===== src/rtl/stage_mem_pkg.sv =====
// stage_mem_pkg: shared funct3 codes, FSM states and lane-width helpers for the memory stage
package stage_mem_pkg;
  localparam logic [2:0] F3_B  = 3'b000;
  localparam logic [2:0] F3_H  = 3'b001;
  localparam logic [2:0] F3_W  = 3'b010;
  localparam logic [2:0] F3_D  = 3'b011;
  localparam logic [2:0] F3_BU = 3'b100;
  localparam logic [2:0] F3_HU = 3'b101;
  localparam logic [2:0] F3_WU = 3'b110;
  localparam int NB_MAX = 8;
  localparam int OW_MAX = $clog2(NB_MAX);
  typedef enum logic [1:0] {IDLE, BUS, DONE} state_t;
  function automatic int nb_of(input int xlen);
    return xlen / 8;
  endfunction
  function automatic int ow_of(input int xlen);
    return $clog2(xlen / 8);
  endfunction
endpackage


===== src/rtl/stage_mem_pipe_fmt.sv =====
// lsu_fmt: combinational store lane/sel formatting, load extract/extend, legality and alignment
module lsu_fmt
  import stage_mem_pkg::*;
#(
  parameter int XLEN = 32
) (
  input  logic                 we,
  input  logic [2:0]           funct3,
  input  logic [OW_MAX-1:0]    addr_lo,
  input  logic [XLEN-1:0]      st_data,
  input  logic [XLEN-1:0]      bus_data,
  output logic                 legal,
  output logic                 aligned,
  output logic [XLEN/8-1:0]    sel,
  output logic [XLEN-1:0]      st_lanes,
  output logic [XLEN-1:0]      ld_data
);
  localparam int NB = nb_of(XLEN);
  localparam int OW = ow_of(XLEN);
  localparam int MW = 2 * NB;
  localparam logic W64 = XLEN == 64;
  logic [1:0] size;
  logic [3:0] bytes;
  logic [OW-1:0] off;
  logic [XLEN-1:0] shifted;
  int msb;
  assign size = funct3[1:0];
  assign bytes = 4'd1 << size;
  assign off = addr_lo[OW-1:0];
  // unsigned codes exist only for loads, and only up to word width
  assign legal = funct3[2] ? (~we & (size < 2'd2 | (size == 2'd2 & W64))) : (size != 2'd3 | W64);
  assign aligned = (addr_lo & 3'(bytes - 4'd1)) == 3'd0;
  assign sel = NB'(MW'((9'd1 << bytes) - 9'd1) << off);
  assign shifted = bus_data >> {off, 3'b000};
  always_comb begin
    msb = (int'(bytes) * 8 > XLEN ? XLEN : int'(bytes) * 8) - 1;
    st_lanes = '0;
    ld_data = '0;
    for (int i = 0; i < NB; i++) st_lanes[8*i +: 8] = st_data[8*(i & (int'(bytes) - 1)) +: 8];
    for (int j = 0; j < XLEN; j++) ld_data[j] = j <= msb ? shifted[j] : ~funct3[2] & shifted[msb];
  end
endmodule


===== src/rtl/stage_mem_pipe.sv =====
// stage_mem_pipe: pipeline memory stage running one Wishbone classic cycle per load/store
module stage_mem_pipe
  import stage_mem_pkg::*;
#(
  parameter int XLEN    = 32,
  parameter int ADDR_W  = 32,
  parameter int TIMEOUT = 255
) (
  input  logic                clk_i,
  input  logic                rst_i,
  input  logic                req_valid_i,
  input  logic                req_we_i,
  input  logic [2:0]          funct3_i,
  input  logic [ADDR_W-1:0]   addr_i,
  input  logic [XLEN-1:0]     st_data_i,
  input  logic                flush_i,
  output logic [XLEN-1:0]     ld_data_o,
  output logic                done_o,
  output logic                stall_o,
  output logic                e_ld_addr_mis_o,
  output logic                e_st_addr_mis_o,
  output logic                e_ld_fault_o,
  output logic                e_st_fault_o,
  output logic                wbm_cyc_o,
  output logic                wbm_stb_o,
  output logic                wbm_we_o,
  output logic [XLEN/8-1:0]   wbm_sel_o,
  output logic [ADDR_W-1:0]   wbm_addr_o,
  output logic [XLEN-1:0]     wbm_dat_o,
  input  logic [XLEN-1:0]     wbm_dat_i,
  input  logic                wbm_ack_i,
  input  logic                wbm_err_i
);
  localparam int NB = nb_of(XLEN);
  localparam int OW = ow_of(XLEN);
  localparam int TW = TIMEOUT > 0 ? $clog2(TIMEOUT + 1) : 1;
  state_t state;
  logic [TW-1:0] tcnt;
  logic killed, we_q, legal, aligned, idle, kill, fault, to_hit;
  logic [2:0] f3_q;
  logic [OW_MAX-1:0] lo_q;
  logic [NB-1:0] sel;
  logic [XLEN-1:0] st_lanes, ld_fmt;
  assign idle = state == IDLE;
  assign stall_o = req_valid_i & (state != DONE);
  assign to_hit = TIMEOUT != 0 && tcnt == TW'(TIMEOUT);
  assign kill = killed | flush_i;
  assign fault = wbm_err_i | (~wbm_ack_i & to_hit);
  // the formatter checks the live request in IDLE and decodes the latched one afterwards
  lsu_fmt #(.XLEN(XLEN)) u_fmt (
    .we       (idle ? req_we_i : we_q),
    .funct3   (idle ? funct3_i : f3_q),
    .addr_lo  (idle ? addr_i[OW_MAX-1:0] : lo_q),
    .st_data  (st_data_i),
    .bus_data (wbm_dat_i),
    .legal    (legal),
    .aligned  (aligned),
    .sel      (sel),
    .st_lanes (st_lanes),
    .ld_data  (ld_fmt)
  );
  always_ff @(posedge clk_i) begin
    if (rst_i) begin
      state <= IDLE;
      tcnt <= '0;
      killed <= 1'b0;
      we_q <= 1'b0;
      f3_q <= '0;
      lo_q <= '0;
      wbm_cyc_o <= 1'b0;
      wbm_stb_o <= 1'b0;
      wbm_we_o <= 1'b0;
      wbm_sel_o <= '0;
      wbm_addr_o <= '0;
      wbm_dat_o <= '0;
      ld_data_o <= '0;
      done_o <= 1'b0;
      e_ld_addr_mis_o <= 1'b0;
      e_st_addr_mis_o <= 1'b0;
      e_ld_fault_o <= 1'b0;
      e_st_fault_o <= 1'b0;
    end else begin
      done_o <= 1'b0;
      e_ld_addr_mis_o <= 1'b0;
      e_st_addr_mis_o <= 1'b0;
      e_ld_fault_o <= 1'b0;
      e_st_fault_o <= 1'b0;
      case (state)
        IDLE: if (req_valid_i && !flush_i) begin
          we_q <= req_we_i;
          f3_q <= funct3_i;
          lo_q <= addr_i[OW_MAX-1:0];
          ld_data_o <= '0;
          if (legal && aligned) begin
            state <= BUS;
            tcnt <= '0;
            killed <= 1'b0;
            wbm_cyc_o <= 1'b1;
            wbm_stb_o <= 1'b1;
            wbm_we_o <= req_we_i;
            wbm_sel_o <= sel;
            wbm_addr_o <= {addr_i[ADDR_W-1:OW], {OW{1'b0}}};
            wbm_dat_o <= st_lanes;
          end else begin
            state <= DONE;
            done_o <= 1'b1;
            e_ld_addr_mis_o <= legal & ~req_we_i;
            e_st_addr_mis_o <= legal & req_we_i;
          end
        end
        BUS: begin
          killed <= kill;
          if (wbm_ack_i || wbm_err_i || to_hit) begin
            state <= DONE;
            wbm_cyc_o <= 1'b0;
            wbm_stb_o <= 1'b0;
            done_o <= ~kill;
            e_ld_fault_o <= ~kill & fault & ~we_q;
            e_st_fault_o <= ~kill & fault & we_q;
            ld_data_o <= (fault || we_q || kill) ? '0 : ld_fmt;
          end else if (TIMEOUT != 0) tcnt <= tcnt + 1'b1;
        end
        DONE: begin
          state <= IDLE;
          killed <= 1'b0;
        end
        default: state <= IDLE;
      endcase
    end
  end
endmodule

===== config.mk =====
export PLATFORM = sky130hd
export DESIGN_NAME = stage_mem_pipe
export DESIGN_NICKNAME = d
export VERILOG_FILES = /design/src/rtl/stage_mem_pkg.sv /design/src/rtl/stage_mem_pipe_fmt.sv /design/src/rtl/stage_mem_pipe.sv
export SDC_FILE = /design/constraint.sdc
export NUM_CORES = 1
export LEC_CHECK = 0
export ABC_AREA = 1
export CORE_MARGIN = 2
export CORE_UTILIZATION = 32
export DETAILED_ROUTE_END_ITERATION = 6
export HOLD_SLACK_MARGIN = 0.05
export PLACE_DENSITY = 0.59
export SLEW_MARGIN = 5
export SYNTH_ARGS = -nofsm -noshare
export SYNTH_HDL_FRONTEND = slang
export SYNTH_HIERARCHICAL = 1
export SYNTH_SLANG_ARGS = --single-unit

===== constraint.sdc =====
create_clock -name clk_i -period 4.9 [get_ports clk_i]
set_input_delay 0.735 -clock clk_i [delete_from_list [all_inputs] [get_ports clk_i]]
set_output_delay 0.735 -clock clk_i [all_outputs]
set_load 0.03 [all_outputs]

Yosys cells after proc, flatten, opt, wreduce, memory -nomap -nowiden
Index checks and enable logic that the tools add are counted.
W data, S select, Z words.
- $add $sub $neg: 5
- equality and inequality tests: 9
- muxes and demuxes: 63
- reduce and logical (&&, ||, !) cells: 20
- $lt $le $gt $ge: 35
- shift operators: 7
- bitwise logic cells: 22
- operators with widths (operator ; count):
    $le A6 B32 Y1 const A ; 16
    $le A5 B32 Y1 const A ; 8
    $le A4 B32 Y1 const A ; 4
    $mux W32 ; 3
    $le A3 B32 Y1 const A ; 2
    $pmux W32 S2 ; 1
    $shiftx A32 B6 Y8 ; 2
    $mux W1 ; 44
    $le A1 B32 Y1 const A ; 1
    $le A2 B32 Y1 const A ; 1
    $lt A32 B7 Y1 const B ; 1
    $shiftx A32 B5 Y8 ; 1
    $shr A32 B5 Y32 ; 1
    $sub A32 B2 Y32 const B ; 1
    $mux W8 ; 3
    $pmux W8 S2 ; 1
    $not A1 Y1 ; 10
    $and A1 B1 Y1 ; 9
    $reduce_and A3 Y1 ; 3
    $add A8 B1 Y8 const B ; 1
    $eq A8 B8 Y1 const B ; 1
    $ne A2 B2 Y1 const B ; 4
    $reduce_and A4 Y1 ; 2
    $shl A1 B4 Y8 const A ; 1
    29 further kinds ; 40
- output and inout bits: 109
- register bits after elaboration: 123
- input port bits: 106

Depth between registers and ports, before layout
Gate-level depths: netlist (run 1).
- depth after elaboration: 14
- gate-level depth with buffers: 23

Hierarchy
The synthesis (run 1) kept the hierarchy.
- modules (own cells, without submodules) (module ; cells an instance ; area each (um2) ; instances):
    stage_mem_pipe ; 733 ; 5067.4 ; 1
    lsu_fmt ; 303 ; 1460.2 ; 1

Least setup slack after synthesis (run 1)
No wires, ideal clock.
- path type: reg2reg
- start: reg state[1]
- end: reg wbm_addr_o[10]
- required time: 4.830 ns
- setup slack: 1.798 ns
- buffers on the path: 7
- cell stages (with the launch flop): 22
- library setup time: 0.070 ns
- arrival time: 3.032 ns
- clock period less this slack: 3.102 ns
- cells stage by stage: dfxtp_1 -> inv_2 -> nand2_1 -> inv_2 -> clkbuf_1 -> o21ai_0 -> buf_6 -> inv_4 -> nand2_2 -> buf_6 -> inv_1 -> buf_2 -> ha_1 -> clkbuf_1 -> o22ai_1 -> a21oi_1 -> nand3_4 -> inv_2 -> buf_4 -> buf_6 -> nand2_1 -> a21oi_1
- word-level cells in the longest chain between the ends: 8
- elaborated cells on any way between the ends: 15
- those cells by class: add/sub (1); order compare (1); eq/ne (1); shift (1); mux (4); bitwise (3); reduce/logical (4)
- ends and longest elaborated chain (what ; line ; source):
    start: declaration ; stage_mem_pipe.sv:37 ; state_t state;
    start signal: assignment ; stage_mem_pipe.sv:64 ; state <= IDLE;
    start signal: assignment ; stage_mem_pipe.sv:95 ; state <= BUS;
    start signal: assignment ; stage_mem_pipe.sv:105 ; state <= DONE;
    $logic_not A2 Y1 (*) ; stage_mem_pipe.sv:44 ; assign idle = state == IDLE;
    $mux W3 ; stage_mem_pipe.sv:52 ; .funct3 (idle ? funct3_i : f3_q),
    $shl A1 B2 Y4 ; stage_mem_pipe_fmt.sv:28 ; assign bytes = 4'd1 << size;
    $sub A3 B1 Y3 ; stage_mem_pipe_fmt.sv:32 ; assign aligned = (addr_lo & 3'(bytes - 4'd1)) == 3'd0;
    $and A3 B3 Y3 (*) ; stage_mem_pipe_fmt.sv:32 ;
    $logic_not A3 Y1 (*) ; stage_mem_pipe_fmt.sv:32 ;
    named net aligned ; stage_mem_pipe.sv:39 ; logic killed, we_q, legal, aligned, idle, kill, fault, to_hit;
    $logic_and A1 B1 Y1 (*) ; stage_mem_pipe.sv:94 ; if (legal && aligned) begin
    $reduce_and A3 Y1 (no source line) (*) ; -- ;
    end signal: assignment ; stage_mem_pipe.sv:102 ; wbm_addr_o <= {addr_i[ADDR_W-1:OW], {OW{1'b0}}};
    end: declaration ; stage_mem_pipe.sv:28 ; output logic [ADDR_W-1:0] wbm_addr_o,
The timed path passes the listed nets; every way through them passes the cells marked *.
A chain may end at the register's enable or synchronous reset.

Worst setup path after layout (run 1)
- start: reg state[1]
- end: reg tcnt[2]
- word-level cells in the longest chain between the ends: 9
- elaborated cells on any way between the ends: 21
- those cells by class: add/sub (1); order compare (1); eq/ne (5); shift (1); mux (5); bitwise (3); reduce/logical (5)
- ends and longest elaborated chain (what ; line ; source):
    $logic_not A2 Y1 (*) ; stage_mem_pipe.sv:44 ;
    $mux W3 ; stage_mem_pipe.sv:52 ;
    $shl A1 B2 Y4 ; stage_mem_pipe_fmt.sv:28 ;
    $sub A3 B1 Y3 ; stage_mem_pipe_fmt.sv:32 ;
    $and A3 B3 Y3 (*) ; stage_mem_pipe_fmt.sv:32 ;
    $logic_not A3 Y1 (*) ; stage_mem_pipe_fmt.sv:32 ;
    named net aligned ; stage_mem_pipe.sv:39 ;
    $logic_and A1 B1 Y1 (*) ; stage_mem_pipe.sv:94 ;
    $ne A2 B1 Y1 (no source line) (*) ; -- ;
    $reduce_and A4 Y1 (no source line) (*) ; -- ;
    end signal: assignment ; stage_mem_pipe.sv:121 ; end else if (TIMEOUT != 0) tcnt <= tcnt + 1'b1;
    end: declaration ; stage_mem_pipe.sv:38 ; logic [TW-1:0] tcnt;
Marked as above.

==> results.json, run 1 <==
{
  "grt_max_degree": 73,
  "synth_compound_area_frac": 0.143,
  "use_met1": 0.227,
  "ys_ff_latch": 123,
  "status": "complete, no violations",
  "hold_viol": 0,
  "syn_to_final_growth_pct": 42.0,
  "place_hpwl_um": 14300,
  "yosys.area.top_type": "dfxtp_1",
  "synth_ff_type": "dfxtp_1",
  "switching_power_mw": 1.31,
  "cts_tree": "done",
  "grt_pass1_vias": 6497,
  "fillerInstances": 2110,
  "rsz0062_at_grt": "no",
  "grt_pass1_wl_um": 32700,
  "clock_sinks": 123,
  "cp_max_fo": 72,
  "hold_path.class": "flop to flop",
  "drive_above_1_share": 0.0645,
  "internal_power_mw": 2.24,
  "worstHoldStart": "lo_q[1]",
  "powerDensity_mw_per_mm2": 383,
  "drt_first_iter_violations": 324,
  "grt_use_met2": 0.311,
  "syn_avg_cell_area_um2": 6.30,
  "max_stage_delay_ps": 590,
  "nets": 1321,
  "clkTransAtPathRegs_ps": 60,
  "crit_path_top_delay_cell": "buf_4",
  "grtUsageMet3": 0.0764,
  "combPwrFrac": 0.321,
  "vdd_drop_max_v": 0.000251,
  "cts_setup_buffers": 0,
  "routed_wl_um": 20200,
  "grt_usage": 0.189,
  "synth.most_common_cell": "nand2_1",
  "h-tree-depth": 4,
  "placed_area_mm2": 0.00867,
  "cts_resized": 0,
  "yosys.area_share.simple": 0.332,
  "fin_crit_sh": 0.769,
  "cp.arrival_ps": 4080,
  "r2r-end": "tcnt[2]",
  "critical_path.cell_chain": "inv_2 > nand2_1 > inv_2 > nand2_1 > o21ai_0 > buf_4 > inv_4 > nand2_2 > inv_1 > buf_4 > ha_1 > buf_4 > o22ai_1 > a21oi_1 > nand3_4 > buf_4 > nand2_1 > a21oi_1 > nor2_1",
  "max_freq_ghz": 0.265,
  "synth_top_area_share": 0.377,
  "rr_startpoint": "state[1]",
  "critPathTopFamily": "buffers and inverters",
  "synth_common_cells": "nand2_1 (334), nor2_1 (132), dfxtp_1 (123)",
  "worstRegToRegCells": 19,
  "initial_core_util": 0.325,
  "p_leak_nw": 3.89,
  "io_buffers": 212,
  "antenna_found_initial": 0,
  "synth.area.mux_share": 0,
  "end_kind": "flop",
  "critPathKind": "flop to flop",
  "hold_end": "lo_q[1]",
  "synth_adder_area_share": 0.00767,
  "fin_tns_setup_ps": 0,
  "yosys.area_share.xor_xnor": 0.00134,
  "drt_pre_antenna_iters": 5,
  "vias_per_cell": 4.48,
  "via_count": 6698,
  "cp_num_buf_inv": 8,
  "fin_area_mm2": 0.00927,
  "ant_nets": 0,
  "final_util": 0.461,
  "synth_area_leaders": "dfxtp_1 (38%), nand2_1 (19%), a21oi_1 (8.6%), nor2_1 (7.6%), inv_1 (6.9%)",
  "path_common_cell": "buf_4",
  "regArea_mm2": 0.00246,
  "min_path_cells": 2,
  "setup_viol": 0,
  "die_y_um": 147,
  "clockBufferDepth": 2,
  "worst_pin_slew_ps": 831,
  "switching_share": 0.370,
  "worstSkewPairLatency_ps": 420,
  "crit_required_ps": 5210,
  "regToRegSetupSlack_ps": 1130,
  "synth_edf_count": 0,
  "die_width_um": 147,
  "fin_crit_ps": 3770,
  "ios": 215,
  "wire_per_inst_um": 13.6,
  "clock_skew_ps": 7.85,
  "n_antenna_cell": 0,
  "grt_overflow": 0,
  "worst_setup_path_start_kind": "flop",
  "row_count": 52,
  "synthArstFlopShare": 0,
  "postCtsHoldBufs": 0,
  "ys_types": 32,
  "drc": 0,
  "gp_congestion": 0.823,
  "core_area_mm2": 0.0201,
  "synth_top_family_by_area": "simple AND/OR/NAND/NOR gates",
  "seq_area_frac_synth": 0.377,
  "postSynthCellCount": 1036,
  "yosysWarnings": 6,
  "p_seq_frac": 0.318,
  "grt-busiest-layer": "met2",
  "clock-root-buffer": "clkbuf_16",
  "drv_cap": 0,
  "slew_viol_final": 0,
  "synth_area_mm2": 0.00653,
  "die_area_mm2": 0.0216,
  "slew_headroom": 0.446,
  "clkPwrFrac": 0.361,
  "multi_input_area_mm2": 0.00317,
  "cts_buffers": 17
}
worst register-to-register path: stages, from the launching register on:
cell	delay, ps
dfxtp_1	340
inv_2	80
nand2_1	110
inv_2	230
nand2_1	80
o21ai_0	80
buf_4	180
inv_4	60
nand2_2	60
inv_1	40
buf_4	170
ha_1	270
buf_4	210
o22ai_1	200
a21oi_1	100
nand3_4	110
buf_4	590
nand2_1	450
a21oi_1	230
nor2_1	60
power groups by stage:
stage / Combinational [mW] / Sequential (mW) / Clock [mW]
floorplan: 0.628 / 1.30 / 0
global placement: 1.14 / 1.15 / 0
detailed placement: 1.14 / 1.15 / 0
CTS: 1.15 / 1.13 / 1.32
global route: 1.27 / 1.14 / 1.36
finish: 1.14 / 1.13 / 1.28
per-stage QoR:
| stage | setup slack, ps | cells | total power [mW] | hold WS [ps] |
|---|---|---|---|---|
| after global placement | 736 | 1462 | 2.29 | 432 |
| after global routing | 814 | 1494 | 3.78 | 457 |
| after detailed placement | 667 | 1462 | 2.29 | 433 |
| final | 1130 | 1494 | 3.55 | 451 |
| after floorplan | 1800 | 1037 | 1.92 | 399 |
| after CTS | 1110 | 1494 | 3.59 | 444 |
logic make-up (layout without fill, tap and decap cells):
group | after synthesis | count (layout)
fa+ha+maj | 4 | 4
flops | 123 | 123
compound gates | 180 | 180
buf+inv | 198 | 385
other cells | 1 | 2
simple gates | 529 | 529
xor+xnor | 1 | 1
cell usage in the layout (no fill, tap or decap), types with 9 or more instances in the layout:
cell	instances
a21oi_1	112
buf_4	13
clkbuf_16	17
clkdlybuf4s50_1	211
dfxtp_1	123
inv_1	120
nand2_1	334
nand3_1	29
nor2_1	132
o211ai_1	11
o21ai_0	52
or2_2	9
registers in the layout (all words and copies together) (netlist names), 2 cells and up:
register and cells:
state 2, wbm_dat_o 32, tcnt 8, ld_data_o 32, f3_q 3, wbm_addr_o 30
lo_q 3, wbm_sel_o 4
metal layers:
| metal | up-vias | wire [um] |
|---|---|---|
| met4 | 0 | 366 |
| met5 | - | 0 |
| li1 | 3532 | - |
| met3 | 26 | 1820 |
| met2 | 208 | 9340 |
| met1 | 2932 | 8720 |
worst max-delay path by stage:
stage	startpoint	to	depth (start not counted)
global route	state[1]	tcnt[5]	19
CTS	state[1]	tcnt[2]	19
floorplan	state[1]	wbm_addr_o[10]	21
finish	state[1]	tcnt[2]	19
global placement	funct3_i[1]	tcnt[7]	17
detailed placement	funct3_i[1]	tcnt[2]	17
cell type report:
| class | instances | share of cell area |
|---|---|---|
| clock buffer | 17 | 0.0459 |
| clock inverter | 15 | 0.0186 |
| inverter | 128 | 0.0521 |
| multi-input combinational | 716 | 0.342 |
| sequential | 123 | 0.266 |
| tap | 270 | 0.0364 |
| timing repair buffer | 225 | 0.239 |
No activity file was read; power rests on OpenSTA's default activity.
==> inputs of run 2 (changes only) <==
PLACE_DENSITY = 0.62   (was 0.59)
clock period = 3.31 ns   (was 4.9 ns; I/O delays follow)
==> run 2 against run 1 <==
Design area grew 0.80%. Sequential share of layout area shrank 0.21 points. Clock-buffer cell count is the same. Sequential power grew 49%.
==> results.json, run 2 (synthesized netlist as in run 1, its figures left out) <==
{
  "drt_first_iter_violations": 401,
  "clkTransAtPathRegs_ps": 70,
  "clock-root-buffer": "clkbuf_16",
  "rr_startpoint": "state[1]",
  "nets": 1327,
  "power_mw": 5.21,
  "die_y_um": 147,
  "grt_overflow": 0,
  "slew_viol_final": 0,
  "io_buffers": 212,
  "clockBufferDepth": 2,
  "worstRegToRegCells": 15,
  "routed_wl_um": 19800,
  "grt_max_degree": 74,
  "antenna_found_initial": 2,
  "status": "complete, no violations",
  "cts_resized": 0,
  "critPathKind": "flop to flop",
  "crit_end": "wbm_addr_o[29]",
  "worst_setup_path_start_kind": "flop",
  "layout_commonest_cell": "nand2_1",
  "hold_path.class": "flop to flop",
  "row_count": 52,
  "drive_above_1_share": 0.0691,
  "final_cell_mix": "nand2_1 (334), clkdlybuf4s50_1 (211), nor2_1 (132)",
  "gp_congestion": 0.818,
  "grt_usage": 0.184,
  "vias_per_cell": 4.47,
  "final_util": 0.465,
  "regToRegSetupSlack_ps": 300,
  "grt_pass1_wl_um": 31600,
  "h-tree-depth": 4,
  "n_antenna_cell": 0,
  "crit_required_ps": 3660,
  "initial_core_util": 0.325,
  "die_width_um": 147,
  "fin_tns_setup_ps": 0,
  "hold_viol": 0,
  "vdd_drop_max_v": 0.000408,
  "r2r-end": "wbm_addr_o[29]",
  "worstSetupStartpoint": "state[1]",
  "worst_pin_slew_ps": 912,
  "drt_pre_antenna_iters": 4,
  "ant_nets": 0,
  "fin_crit_ps": 3010,
  "clock_sinks": 123,
  "end_kind": "flop",
  "place_hpwl_um": 14100,
  "max_freq_ghz": 0.332,
  "powerDensity_mw_per_mm2": 558,
  "cp.arrival_ps": 3360,
  "cp_max_fo": 28,
  "ios": 215,
  "drc": 0,
  "drv_cap": 0,
  "slew_headroom": 0.388,
  "core_area_mm2": 0.0201,
  "worstSkewPairLatency_ps": 430,
  "fillerInstances": 2071,
  "cts_tree": "done",
  "clock_skew_ps": 13.4,
  "fin_crit_sh": 0.909,
  "postCtsHoldBufs": 0,
  "top_regs": "ld_data_o: 32 flops, wbm_dat_o: 32 flops, wbm_addr_o: 30 flops",
  "cts_buffers": 17,
  "grt_pass1_vias": 6259,
  "wire_per_inst_um": 13.2,
  "via_count": 6701,
  "dp.cells": 1468,
  "syn_to_final_growth_pct": 43.1,
  "setup_viol": 0,
  "p_leak_nw": 3.93,
  "die_area_mm2": 0.0216,
  "rsz0062_at_grt": "no",
  "stdcell_count": 1500,
  "cts_setup_buffers": 0
}
-- run 2: worst max-delay path, cell delays in order, from the launching register on --
cell and delay [ps]:
dfxtp_1 410, inv_2 70, nand2_1 140, inv_2 140
o21ai_0 390, inv_4 70, nand2_2 90, inv_1 110
ha_1 310, o22ai_1 90, a21oi_1 260, nand3_4 170
inv_2 250, buf_12 210, nand2_1 80, a21oi_1 110
-- run 2: routing by layer --
metal  track usage  share of wire
met1         0.222           0.44
met2         0.294           0.45
met3        0.0752          0.089
met4        0.0675          0.019
met5             0        0.00066
-- run 2: where the power goes --
group | internal (mW) | leakage, nW | total, mW | switching, mW
Combinational | 0.660 | 2.65 | 1.72 | 1.06
Sequential | 1.61 | 1.00 | 1.68 | 0.0722
Clock | 1.00 | 0.277 | 1.82 | 0.817
Total | 3.27 | 3.93 | 5.21 | 1.95
-- run 2: worst min path at each step --
stage,startpoint,endpoint,slack (ps),cells past startpoint
global route,we_q,e_ld_fault_o,460,1
global placement,lo_q[1],lo_q[1],430,2
detailed placement,wbm_we_o,wbm_we_o,440,2
CTS,f3_q[0],f3_q[0],450,2
finish,we_q,e_ld_fault_o,450,1
floorplan,we_q,e_ld_fault_o,400,1
-- run 2: stage by stage --
| stage | hold WS [ps] | setup slack (ps) | instance area [um2] |
|---|---|---|---|
| after global placement | 434 | 212 | 8770 |
| final | 447 | 302 | 9340 |
| after CTS | 453 | 266 | 9340 |
| after global routing | 457 | 10.6 | 9340 |
| after detailed placement | 437 | 168 | 8770 |
| after floorplan | 399 | 208 | 6530 |
-- run 2: final cells by class --
cell class,instances,area [um2],area share
clock buffer,17,425,0.0455
clock inverter,15,151,0.0162
sequential,123,2460,0.264
multi-input combinational,716,3170,0.340
timing repair buffer,231,2310,0.247
inverter,128,483,0.0517
tap,270,338,0.0362
